## config.mk

```make
export PLATFORM = sky130hd
export DESIGN_NAME = fft_stage_ctrl
export DESIGN_NICKNAME = d
export VERILOG_FILES = /design/src/rtl/fft_pkg.sv /design/src/rtl/fft_wb_delay.sv /design/src/rtl/fft_stage_ctrl.sv
export SDC_FILE = /design/constraint.sdc
export NUM_CORES = 1
export LEC_CHECK = 0
export ABC_CLOCK_PERIOD_IN_PS = 2050
export BUFFER_PORTS_ARGS = -buffer_cell sky130_fd_sc_hd__buf_2
export CORE_ASPECT_RATIO = 1.5
export CORE_UTILIZATION = 46
export DETAILED_ROUTE_END_ITERATION = 12
export PLACE_DENSITY_LB_ADDON = 0.05
export SETUP_SLACK_MARGIN = 0.15
export SLEW_MARGIN = 20
export SYNTH_ARGS = -nofsm -noshare
export SYNTH_HDL_FRONTEND = slang
export SYNTH_HIERARCHICAL = 1
export SYNTH_SLANG_ARGS = --single-unit
```

## constraint.sdc

```tcl
create_clock -name clk_i -period 2.05 [get_ports clk_i]
set_input_delay 0.41 -clock clk_i [delete_from_list [all_inputs] [get_ports clk_i]]
set_output_delay 0.41 -clock clk_i [all_outputs]
set_load 0.03 [all_outputs]
```

## src/rtl/fft_pkg.sv

```systemverilog
// Shared definitions for the FFT stage controller: FSM state encoding and
// the default per-bank address width.
package fft_pkg;

  localparam int unsigned DefAddrWidth = 7;

  typedef enum logic [2:0] {
    S_IDLE,
    S_LOAD,
    S_COMP,
    S_DRAIN,
    S_UNLOAD
  } fft_ctrl_state_e;

endpackage

```

## src/rtl/fft_wb_delay.sv

```systemverilog
// Write-back delay line: carries a valid bit and bank address from butterfly
// read issue to write-back, exactly Depth cycles later.
module fft_wb_delay #(
  parameter int unsigned Depth     = 4,
  parameter int unsigned AddrWidth = 7
) (
  input  logic                 clk_i,
  input  logic                 rst_ni,
  input  logic                 in_valid_i,
  input  logic [AddrWidth-1:0] in_addr_i,
  output logic                 out_valid_o,
  output logic [AddrWidth-1:0] out_addr_o,
  output logic                 empty_o
);

  logic [Depth-1:0]                valid_q, valid_d;
  logic [Depth-1:0][AddrWidth-1:0] addr_q, addr_d;

  always_comb begin
    valid_d    = valid_q;
    addr_d     = addr_q;
    valid_d[0] = in_valid_i;
    addr_d[0]  = in_addr_i;
    for (int i = 1; i < Depth; i++) begin
      valid_d[i] = valid_q[i-1];
      addr_d[i]  = addr_q[i-1];
    end
  end

  // NOTE: the address stages are reset along with the valids, so the whole
  // pipeline (and out_addr_o) reads 0 under reset, not just the valid bits.
  always_ff @(posedge clk_i or negedge rst_ni) begin
    if (!rst_ni) begin
      valid_q <= '0;
      addr_q  <= '0;
    end else begin
      valid_q <= valid_d;
      addr_q  <= addr_d;
    end
  end

  assign out_valid_o = valid_q[Depth-1];
  assign out_addr_o  = addr_q[Depth-1];
  assign empty_o     = ~|valid_q;

endmodule

```

## src/rtl/fft_stage_ctrl.sv

```systemverilog
// In-place radix-4 FFT stage controller: load, NumStages compute passes with
// delayed write-back, then unload. Define FFT_CTRL_TWIDDLE_EN to generate tw_idx_o.
module fft_stage_ctrl
  import fft_pkg::*;
#(
  parameter int unsigned AddrWidth   = DefAddrWidth,
  parameter int unsigned NumStages   = 3,
  parameter int unsigned BflyLatency = 4
) (
  input  logic                               clk_i,
  input  logic                               rst_ni,
  input  logic                               start_i,
  input  logic                               in_valid_i,
  output logic                               in_ready_o,
  input  logic                               bfly_ready_i,
  input  logic                               out_ready_i,
  output logic [3:0]                         ren_o,
  output logic [3:0]                         wen_o,
  output logic [3:0][AddrWidth-1:0]          raddr_o,
  output logic [3:0][AddrWidth-1:0]          waddr_o,
  output logic [$clog2(NumStages+1)-1:0]     stage_o,
  output logic [AddrWidth-1:0]               tw_idx_o,
  output logic                               bfly_valid_o,
  output logic                               out_valid_o,
  output logic                               busy_o,
  output logic                               done_o
);

  localparam int unsigned CntW   = AddrWidth + 2;
  localparam int unsigned StageW = $clog2(NumStages + 1);
  localparam logic [CntW-1:0]   CompLast  = CntW'((1 << AddrWidth) - 1);
  localparam logic [CntW-1:0]   LoadLast  = CntW'((4 << AddrWidth) - 1);
  localparam logic [StageW-1:0] StageLast = StageW'(NumStages - 1);

  fft_ctrl_state_e       state_q, state_d;
  logic [CntW-1:0]       cnt_q, cnt_d;
  logic [StageW-1:0]     stage_q, stage_d;
  logic                  out_valid_q, out_valid_d;
  logic                  done_q, done_d;
  logic                  issue;
  logic                  wb_valid, wb_empty;
  logic [AddrWidth-1:0]  wb_addr;

  // NOTE: every signal written here gets a default first, so no path through
  // the case statement can leave one unassigned and infer a latch.
  always_comb begin
    state_d      = state_q;
    cnt_d        = cnt_q;
    stage_d      = stage_q;
    out_valid_d  = 1'b0;
    done_d       = 1'b0;
    issue        = 1'b0;
    in_ready_o   = 1'b0;
    ren_o        = '0;
    wen_o        = '0;
    raddr_o      = '0;
    waddr_o      = '0;
    bfly_valid_o = 1'b0;

    unique case (state_q)
      S_IDLE: begin
        if (start_i) begin
          state_d = S_LOAD;
          cnt_d   = '0;
          stage_d = '0;
        end
      end
      S_LOAD: begin
        in_ready_o = 1'b1;
        if (in_valid_i) begin
          wen_o[cnt_q[1:0]] = 1'b1;
          waddr_o           = {4{cnt_q[AddrWidth+1:2]}};
          if (cnt_q == LoadLast) begin
            state_d = S_COMP;
            cnt_d   = '0;
            stage_d = '0;
          end else begin
            cnt_d = cnt_q + CntW'(1);
          end
        end
      end
      S_COMP: begin
        if (bfly_ready_i) begin
          issue        = 1'b1;
          bfly_valid_o = 1'b1;
          ren_o        = '1;
          raddr_o      = {4{cnt_q[AddrWidth-1:0]}};
          cnt_d        = cnt_q + CntW'(1);
          if (cnt_q == CompLast) state_d = S_DRAIN;
        end
      end
      S_DRAIN: begin
        if (wb_empty) begin
          cnt_d = '0;
          if (stage_q < StageLast) begin
            stage_d = stage_q + StageW'(1);
            state_d = S_COMP;
          end else begin
            state_d = S_UNLOAD;
          end
        end
      end
      S_UNLOAD: begin
        if (out_ready_i) begin
          ren_o[cnt_q[1:0]]   = 1'b1;
          raddr_o[cnt_q[1:0]] = cnt_q[AddrWidth+1:2];
          out_valid_d         = 1'b1;
          if (cnt_q == LoadLast) begin
            state_d = S_IDLE;
            done_d  = 1'b1;
          end else begin
            cnt_d = cnt_q + CntW'(1);
          end
        end
      end
      default: state_d = S_IDLE;
    endcase

    // Write-back is driven purely by the delay line, so a stalled read side
    // never delays results already in flight.
    if (wb_valid) begin
      wen_o   = '1;
      waddr_o = {4{wb_addr}};
    end
  end

  // NOTE: state registers use non-blocking assignment so every flop samples
  // its _d value from before this edge, regardless of process ordering.
  always_ff @(posedge clk_i or negedge rst_ni) begin
    if (!rst_ni) begin
      state_q     <= S_IDLE;
      cnt_q       <= '0;
      stage_q     <= '0;
      out_valid_q <= 1'b0;
      done_q      <= 1'b0;
    end else begin
      state_q     <= state_d;
      cnt_q       <= cnt_d;
      stage_q     <= stage_d;
      out_valid_q <= out_valid_d;
      done_q      <= done_d;
    end
  end

  fft_wb_delay #(
    .Depth     (BflyLatency),
    .AddrWidth (AddrWidth)
  ) u_wb_delay (
    .clk_i       (clk_i),
    .rst_ni      (rst_ni),
    .in_valid_i  (issue),
    .in_addr_i   (cnt_q[AddrWidth-1:0]),
    .out_valid_o (wb_valid),
    .out_addr_o  (wb_addr),
    .empty_o     (wb_empty)
  );

`ifdef FFT_CTRL_TWIDDLE_EN
  logic [AddrWidth-1:0] r_idx;
  assign r_idx    = cnt_q[AddrWidth-1:0];
  assign tw_idx_o = (state_q == S_COMP) ? (r_idx << {stage_q, 1'b0}) : '0;
`else
  assign tw_idx_o = '0;
`endif

  assign stage_o     = stage_q;
  assign out_valid_o = out_valid_q;
  assign done_o      = done_q;
  assign busy_o      = (state_q != S_IDLE);

endmodule

```

==> impl_metrics.csv, run 1 <==
group,metric,value,unit
power_and_ir_drop,total_power,3.06,mW
global_route,grt_use_met1,24.9,%
place,gp_congestion,0.805,
clocking,cts_buffers,5,
final_layout,antennaDiodeCount,0,
floorplanning,die-area,0.00607,mm²
global_route,gr-usage-met2,44.5,%
global_route,track_usage,23.5,%
setup_path,critPathMaxFanout,7,
power_and_ir_drop,p_switching,985,µW
setup_path,required,1.64,ns
clocking,clock_sinks,48,
clocking,clockBufferDepth,2,
timing,hold_violations,0,
clocking,clock_latency,0.30,ns
clocking,clk_pin_slew_worst_paths,0.09,ns
final_layout,fin_nets,387,
timing,fin_crit_sh,107,%
synth,synthCells,292,
drt,drcViolationCount,0,
final_layout,layout_common_cells,"buf_4 (60), nand2_1 (50), dfrtp_1 (46), buf_6 (46), nand2_2 (37)",
global_route,grt_use_met3,3.62,%
floorplanning,fp.coreArea,0.00549,mm²
global_route,grt_max_degree,23,
timing,rsz0062_at_grt,"true",
power_and_ir_drop,leakage,2.03,nW
place,dpl.hpwl,4680,µm
floorplanning,row_count,33,
drt,antenna_left,0,
power_and_ir_drop,p_int,2.07,mW
setup_path,criticalPathCategory,"reg -> out",
worst_hold_path,hp-class,"in -> async",
synth,yosysSeqAreaShare,45.4,%
timing,drv_slew,0,
synth,avgSynthCellArea,9.07,µm²
setup_path,cp.arrival,1.78,ns
place,port_buffers,76,
timing,fin_ws,-0.144,ns
drt,drtIter0Drc,108,
flow_run,maxCapViolations,0,
run_status,outcome,"finished with violations",
synth,synth-edff-count,0,
synth,syn_area,0.00265,mm²
timing,fin_crit,2.19,ns
timing,relSlewSlack,64.9,%
global_route,gr-total-overflow,0,
power_and_ir_drop,power.share.clock,26.5,%
floorplanning,die_h,94.9,µm
synth,yosys_warnings,6,
power_and_ir_drop,powerDensity,787,mW/mm²
final_layout,final_common_cell,"buf_4",
power_and_ir_drop,swShare,32.2,%
drt,vias,2299,
global_route,grt_pass1_vias,2244,
timing,whs,0.0749,ns
setup_path,end_kind,"output pin",
floorplanning,floorplan.initialDensity,48.2,%
timing,clock_skew,0.0126,ns
global_route,grt_pass1_wl,10600,µm
floorplanning,die-width,63.9,µm
synth,synth-main-ff-cell,"dfrtp_1",
global_route,top_usage_layer,"met2",
clocking,tritoncts,"done",
synth,synth-async-reset-ratio,100,%
floorplanning,ios,84,
clocking,htree_levels,2,
drt,avgViaCountPerCell,5.17,
final_layout,area_growth,46.6,%
timing,fmax,456,MHz
timing,setup_violations,62,
global_route,antenna_found_initial,0,
drt,first_pass_iters,4,
run_status,violations,"setup timing",
power_and_ir_drop,vdd_ir_drop_max,0.634,mV
synth,ys_ff_latch,48,
power_and_ir_drop,pwr-share-seq,37.7,%
timing,tightest_slew,0.526,ns
synth,ys_types,49,
clocking,clock-root-buffer,"clkbuf_8",
setup_path,crit_path_start_kind,"register",
power_and_ir_drop,combPwrFrac,35.8,%
drt,routed_wl,6910,µm
final_layout,drive_above_1_share,56.0,%
drt,wire_per_inst,15.5,µm
cells by family after synthesis:
kind of cell	after synthesis	synth area share, %
AND/OR/NAND/NOR	131	23.7
buffers and inverters	58	14.4
flip-flops	48	45.4
AO/OA/AOI/OAI	42	11.2
adder cells (fa/ha/maj)	7	3.31
multiplexers	4	1.61
other	1	0.142
XOR/XNOR	1	0.331
sequential cells by signal (all words and copies together) (netlist names):
name,count
u_wb_delay/out_addr_o,7
done_o,1
state_q,3
cnt_q,9
u_wb_delay/addr_d,21
u_wb_delay/valid_q,4
out_valid_o,1
stage_o,2
per-layer routing:
layer | share of wire, % | vias up
met4 | 2.0 | 0
met5 | 0 | -
met3 | 3.2 | 12
li1 | - | 1090
met2 | 58 | 69
met1 | 37 | 1128
synthesized netlist by cell type (2+ instances only):
cell / number / share of area (%)
a21o_1: 4 / 1.1
a21oi_1: 3 / 0.57
a31oi_1: 4 / 0.95
a32o_1: 4 / 1.5
and2_1: 5 / 1.2
buf_2: 7 / 1.3
buf_4: 28 / 7.9
buf_6: 6 / 2.6
clkbuf_1: 5 / 0.71
clkbuf_2: 3 / 0.57
dfrtp_1: 48 / 45
ha_1: 7 / 3.3
inv_1: 8 / 1.1
mux2i_1: 2 / 0.76
nand2_1: 88 / 12
nand2b_1: 2 / 0.47
nand3_1: 4 / 0.76
nand4_1: 2 / 0.47
nor2_1: 7 / 0.99
nor3_1: 5 / 0.95
nor3b_1: 3 / 0.85
o211ai_1: 6 / 1.7
o21ai_0: 12 / 2.3
or2_2: 4 / 0.95
worst max-delay path, cell delays in order, from the launching register on:
cell and delay, ns:
dfrtp_2 0.45, nor4bb_4 0.32, buf_6 0.17, and2_4 0.14, buf_8 0.13, nand2_2 0.06
nand2_2 0.08, buf_6 0.13
layout make-up:
class                           instances  area, µm²
Tap cell                               70       87.6
Multi-Input combinational cell        192       1380
Inverter                                8       30.0
Sequential cell                        48       1200
Clock buffer                            5       68.8
Fill cell                             412       1610
Clock inverter                          3       68.8
Timing Repair Buffer                  119       1040
power by group through the flow:
stage          clock (mW)  combinational (mW)  sequential, mW
3_5_place_dp            0               0.839            1.18
5_1_grt             0.870                1.19            1.16
6_report            0.810                1.09            1.15
2_1_floorplan           0               0.656            1.16
4_1_cts             0.832                1.05            1.15
3_3_place_gp            0               0.838            1.17
per-stage QoR:
stage / cells / worst slack [ns] / TNS, ns / util (%) / instance area, µm²
after floorplan: 298 / 0.00999 / 0 / - / 2860
after global placement: 419 / -0.0320 / -0.208 / 56.4 / 3100
after detailed placement: 419 / -0.00587 / -0.00798 / 56.4 / 3100
after CTS: 443 / -0.115 / -4.01 / 68.1 / 3740
after global routing: 445 / -0.191 / -9.73 / 70.7 / 3880
final: 445 / -0.144 / -5.30 / 70.7 / 3880
path summary, 6_finish.rpt:
kind,startpoint,endpoint,slack (ns),cells past startpoint
worst max-delay path,state_q[1]$_DFFE_PN0P_,raddr_o[26],-0.14,7
worst min-delay path,rst_ni,cnt_q[6]$_DFFE_PN0P_,0.07,1
worst max register to register,cnt_q[1]$_DFFE_PN0P_,cnt_q[7]$_DFFE_PN0P_,0.07,9
worst min register to register,u_wb_delay/addr_d[12]$_DFF_PN0_,u_wb_delay/addr_d[19]$_DFF_PN0_,0.35,0
max in group asynchronous,rst_ni,u_wb_delay/out_addr_o[0]$_DFF_PN0_,1.36,2
min in group clk_i,u_wb_delay/addr_d[12]$_DFF_PN0_,u_wb_delay/addr_d[19]$_DFF_PN0_,0.35,0
what timing repair did:
action	4_1_cts	5_1_grt
endpoints found under the setup margin	71	76
hold buffers	0	0
buffers inserted	16	2
resized for setup	133	46
pin swaps	28	11
endpoints found under the hold margin	0	0
Note: power is estimated with default switching activity, not from simulation.
==> run 2: changes to the inputs <==
ABC_CLOCK_PERIOD_IN_PS = 2650   (was 2050)
CORE_UTILIZATION = 55   (was 46)
SETUP_SLACK_MARGIN = default   (was 0.15)
clock period = 2.65 ns   (was 2.05 ns; I/O delays follow)
==> run 2 against run 1 <==
Effect of this change: the run now ends clean; clock skew shrank 0.0097 ns; clock power shrank 44%; register-to-register slack gained 0.24 ns; sequential share of layout area grew 9.5 points; via count shrank 8.9%; critical path depth shrank 3; largest cell class is now sequential cells.
==> impl_metrics.csv, run 2 (same netlist as run 1, synthesis figures left out) <==
group,metric,value,unit
clocking,tritoncts,"done",
floorplanning,fp.coreArea,0.00458,mm²
global_route,gr-total-overflow,0,
power_and_ir_drop,vdd_ir_drop_max,0.377,mV
setup_path,slowest_delay,0.51,ns
final_layout,post-route-cell-area,0.00297,mm²
drt,antenna_left,0,
setup_path,r2r_slack,0.31,ns
drt,drtIter0Drc,97,
final_layout,final_core_util,64.8,%
setup_path,rr_startpoint,"cnt_q[0]$_DFFE_PN0P_",
drt,avgViaCountPerCell,5.14,
floorplanning,die_h,87.0,µm
worst_hold_path,hp-class,"in -> async",
place,port_buffers,76,
clocking,clk_pin_slew_worst_paths,0.09,ns
setup_path,reg2reg_depth,8,
place,gp_congestion,0.886,
final_layout,antennaDiodeCount,0,
drt,wire_per_inst,14.3,µm
timing,tightest_slew,0.593,ns
setup_path,cp.arrival,1.96,ns
final_layout,fin_nets,355,
final_layout,layoutNonFillerInstCount,407,
place,post_dp_cell_area,0.00286,mm²
global_route,grt_max_degree,49,
setup_path,cp_num_buf_inv,1,
timing,clock_skew,0.00290,ns
global_route,grt_pass1_wl,9260,µm
setup_path,required,2.12,ns
final_layout,final_common_cell,"nand2_1",
final_layout,area_growth,12.0,%
place,dp_worst_setup_slack,0.307,ns
clocking,ctsHoldBuffers,0,
timing,fmax,401,MHz
setup_path,end_kind,"output pin",
floorplanning,die-area,0.00510,mm²
clocking,cts_buffers,5,
timing,drv_slew,0,
floorplanning,row_count,30,
drt,drcViolationCount,0,
place,dp_cells,399,
timing,whs,0.303,ns
setup_path,criticalPathCategory,"reg -> out",
clocking,clock_sinks,48,
timing,fin_crit_sh,94.0,%
run_status,outcome,"completed",
timing,hold_violations,0,
timing,setup_tns,0,ns
clocking,clock-root-buffer,"clkbuf_8",
timing,setup_violations,0,
final_layout,drive_above_1_share,32.4,%
power_and_ir_drop,powerDensity,649,mW/mm²
timing,fin_ws,0.158,ns
clocking,htree_levels,2,
setup_path,slowest_stage,"dfrtp_2",
timing,relSlewSlack,60.4,%
timing,fin_crit,2.49,ns
setup_path,r2r-end,"cnt_q[7]$_DFFE_PN0P_",
place,dpl.hpwl,4340,µm
drt,first_pass_iters,4,
drt,vias,2094,
power_and_ir_drop,leakage,1.74,nW
drt,routed_wl,5810,µm
power_and_ir_drop,total_power,1.92,mW
final_layout,n_fill_cell,435,
clocking,clockBufferDepth,2,
floorplanning,floorplan.initialDensity,57.8,%
global_route,grt_pass1_vias,1903,
clocking,clock_latency,0.30,ns
final_layout,layout_common_cells,"nand2_1 (88), buf_2 (76), dfrtp_1 (47)",
global_route,antenna_found_initial,0,
final_layout,largest_reg_flops,21,
timing,rsz0062_at_grt,"false",
setup_path,crit_path_start_kind,"register",
flow_run,maxCapViolations,0,
setup_path,critical-path-top-delay-family,"simple AND/OR/NAND/NOR gates",
floorplanning,ios,84,
setup_path,critPathMaxFanout,10,
setup_path,crit_chain,"nor4bb_4 -> and2_1 -> or2_2 -> buf_2",
global_route,track_usage,25.0,%
floorplanning,die-width,58.7,µm
-- run 2: worst max path at each step --
stage                                start                    to  slack [ns]  depth (start not counted)
floorplan           state_q[2]$_DFFE_PN0P_           waddr_o[11]        0.09                          7
global placement      cnt_q[0]$_DFFE_PN0P_  cnt_q[5]$_DFFE_PN0P_        0.35                          8
detailed placement    cnt_q[0]$_DFFE_PN0P_  cnt_q[5]$_DFFE_PN0P_        0.31                          8
CTS                 state_q[0]$_DFFE_PN0P_            raddr_o[9]        0.02                          5
global route        state_q[0]$_DFFE_PN0P_            raddr_o[2]       0.005                          5
finish              state_q[0]$_DFFE_PN0P_              ren_o[0]        0.16                          4
-- run 2: repair_timing --
item                       4_1_cts  5_1_grt
setup buffers                    0        0
setup endpoints to repair        1       59
gates cloned                     0        0
resized for setup                1        4
-- run 2: area by class of cell --
class                      count  area, µm²  share of cell area (%)
sequential                    48       1200                    40.5
multi-input combinational    192       1090                    36.8
timing repair buffer          87        463                    15.6
clock buffer                   6       82.6                    2.78
tap                           64       80.1                    2.70
inverter                       8       30.0                    1.01
clock inverter                 2       15.0                   0.506
-- run 2: worst register-to-register path: stages (launching register included) --
cell	delay, ns
dfrtp_1	0.44
ha_1	0.28
nand3_4	0.12
nor3_1	0.28
ha_1	0.30
nor3b_1	0.10
o31ai_2	0.36
o211ai_1	0.15
a32o_1	0.21
-- run 2: power by group --
part,switching [mW],total (mW),internal [mW]
Clock,0.240,0.452,0.211
Sequential,0.0854,0.927,0.842
Combinational,0.353,0.546,0.193
-- run 2: per-layer routing --
layer	vias to the layer above	GRT usage, %	wire (µm)
met3	6	3.86	263
met5	-	0	0
met4	0	9.52	95
li1	1022	-	-
met1	994	30.2	2390
met2	72	44.3	3060
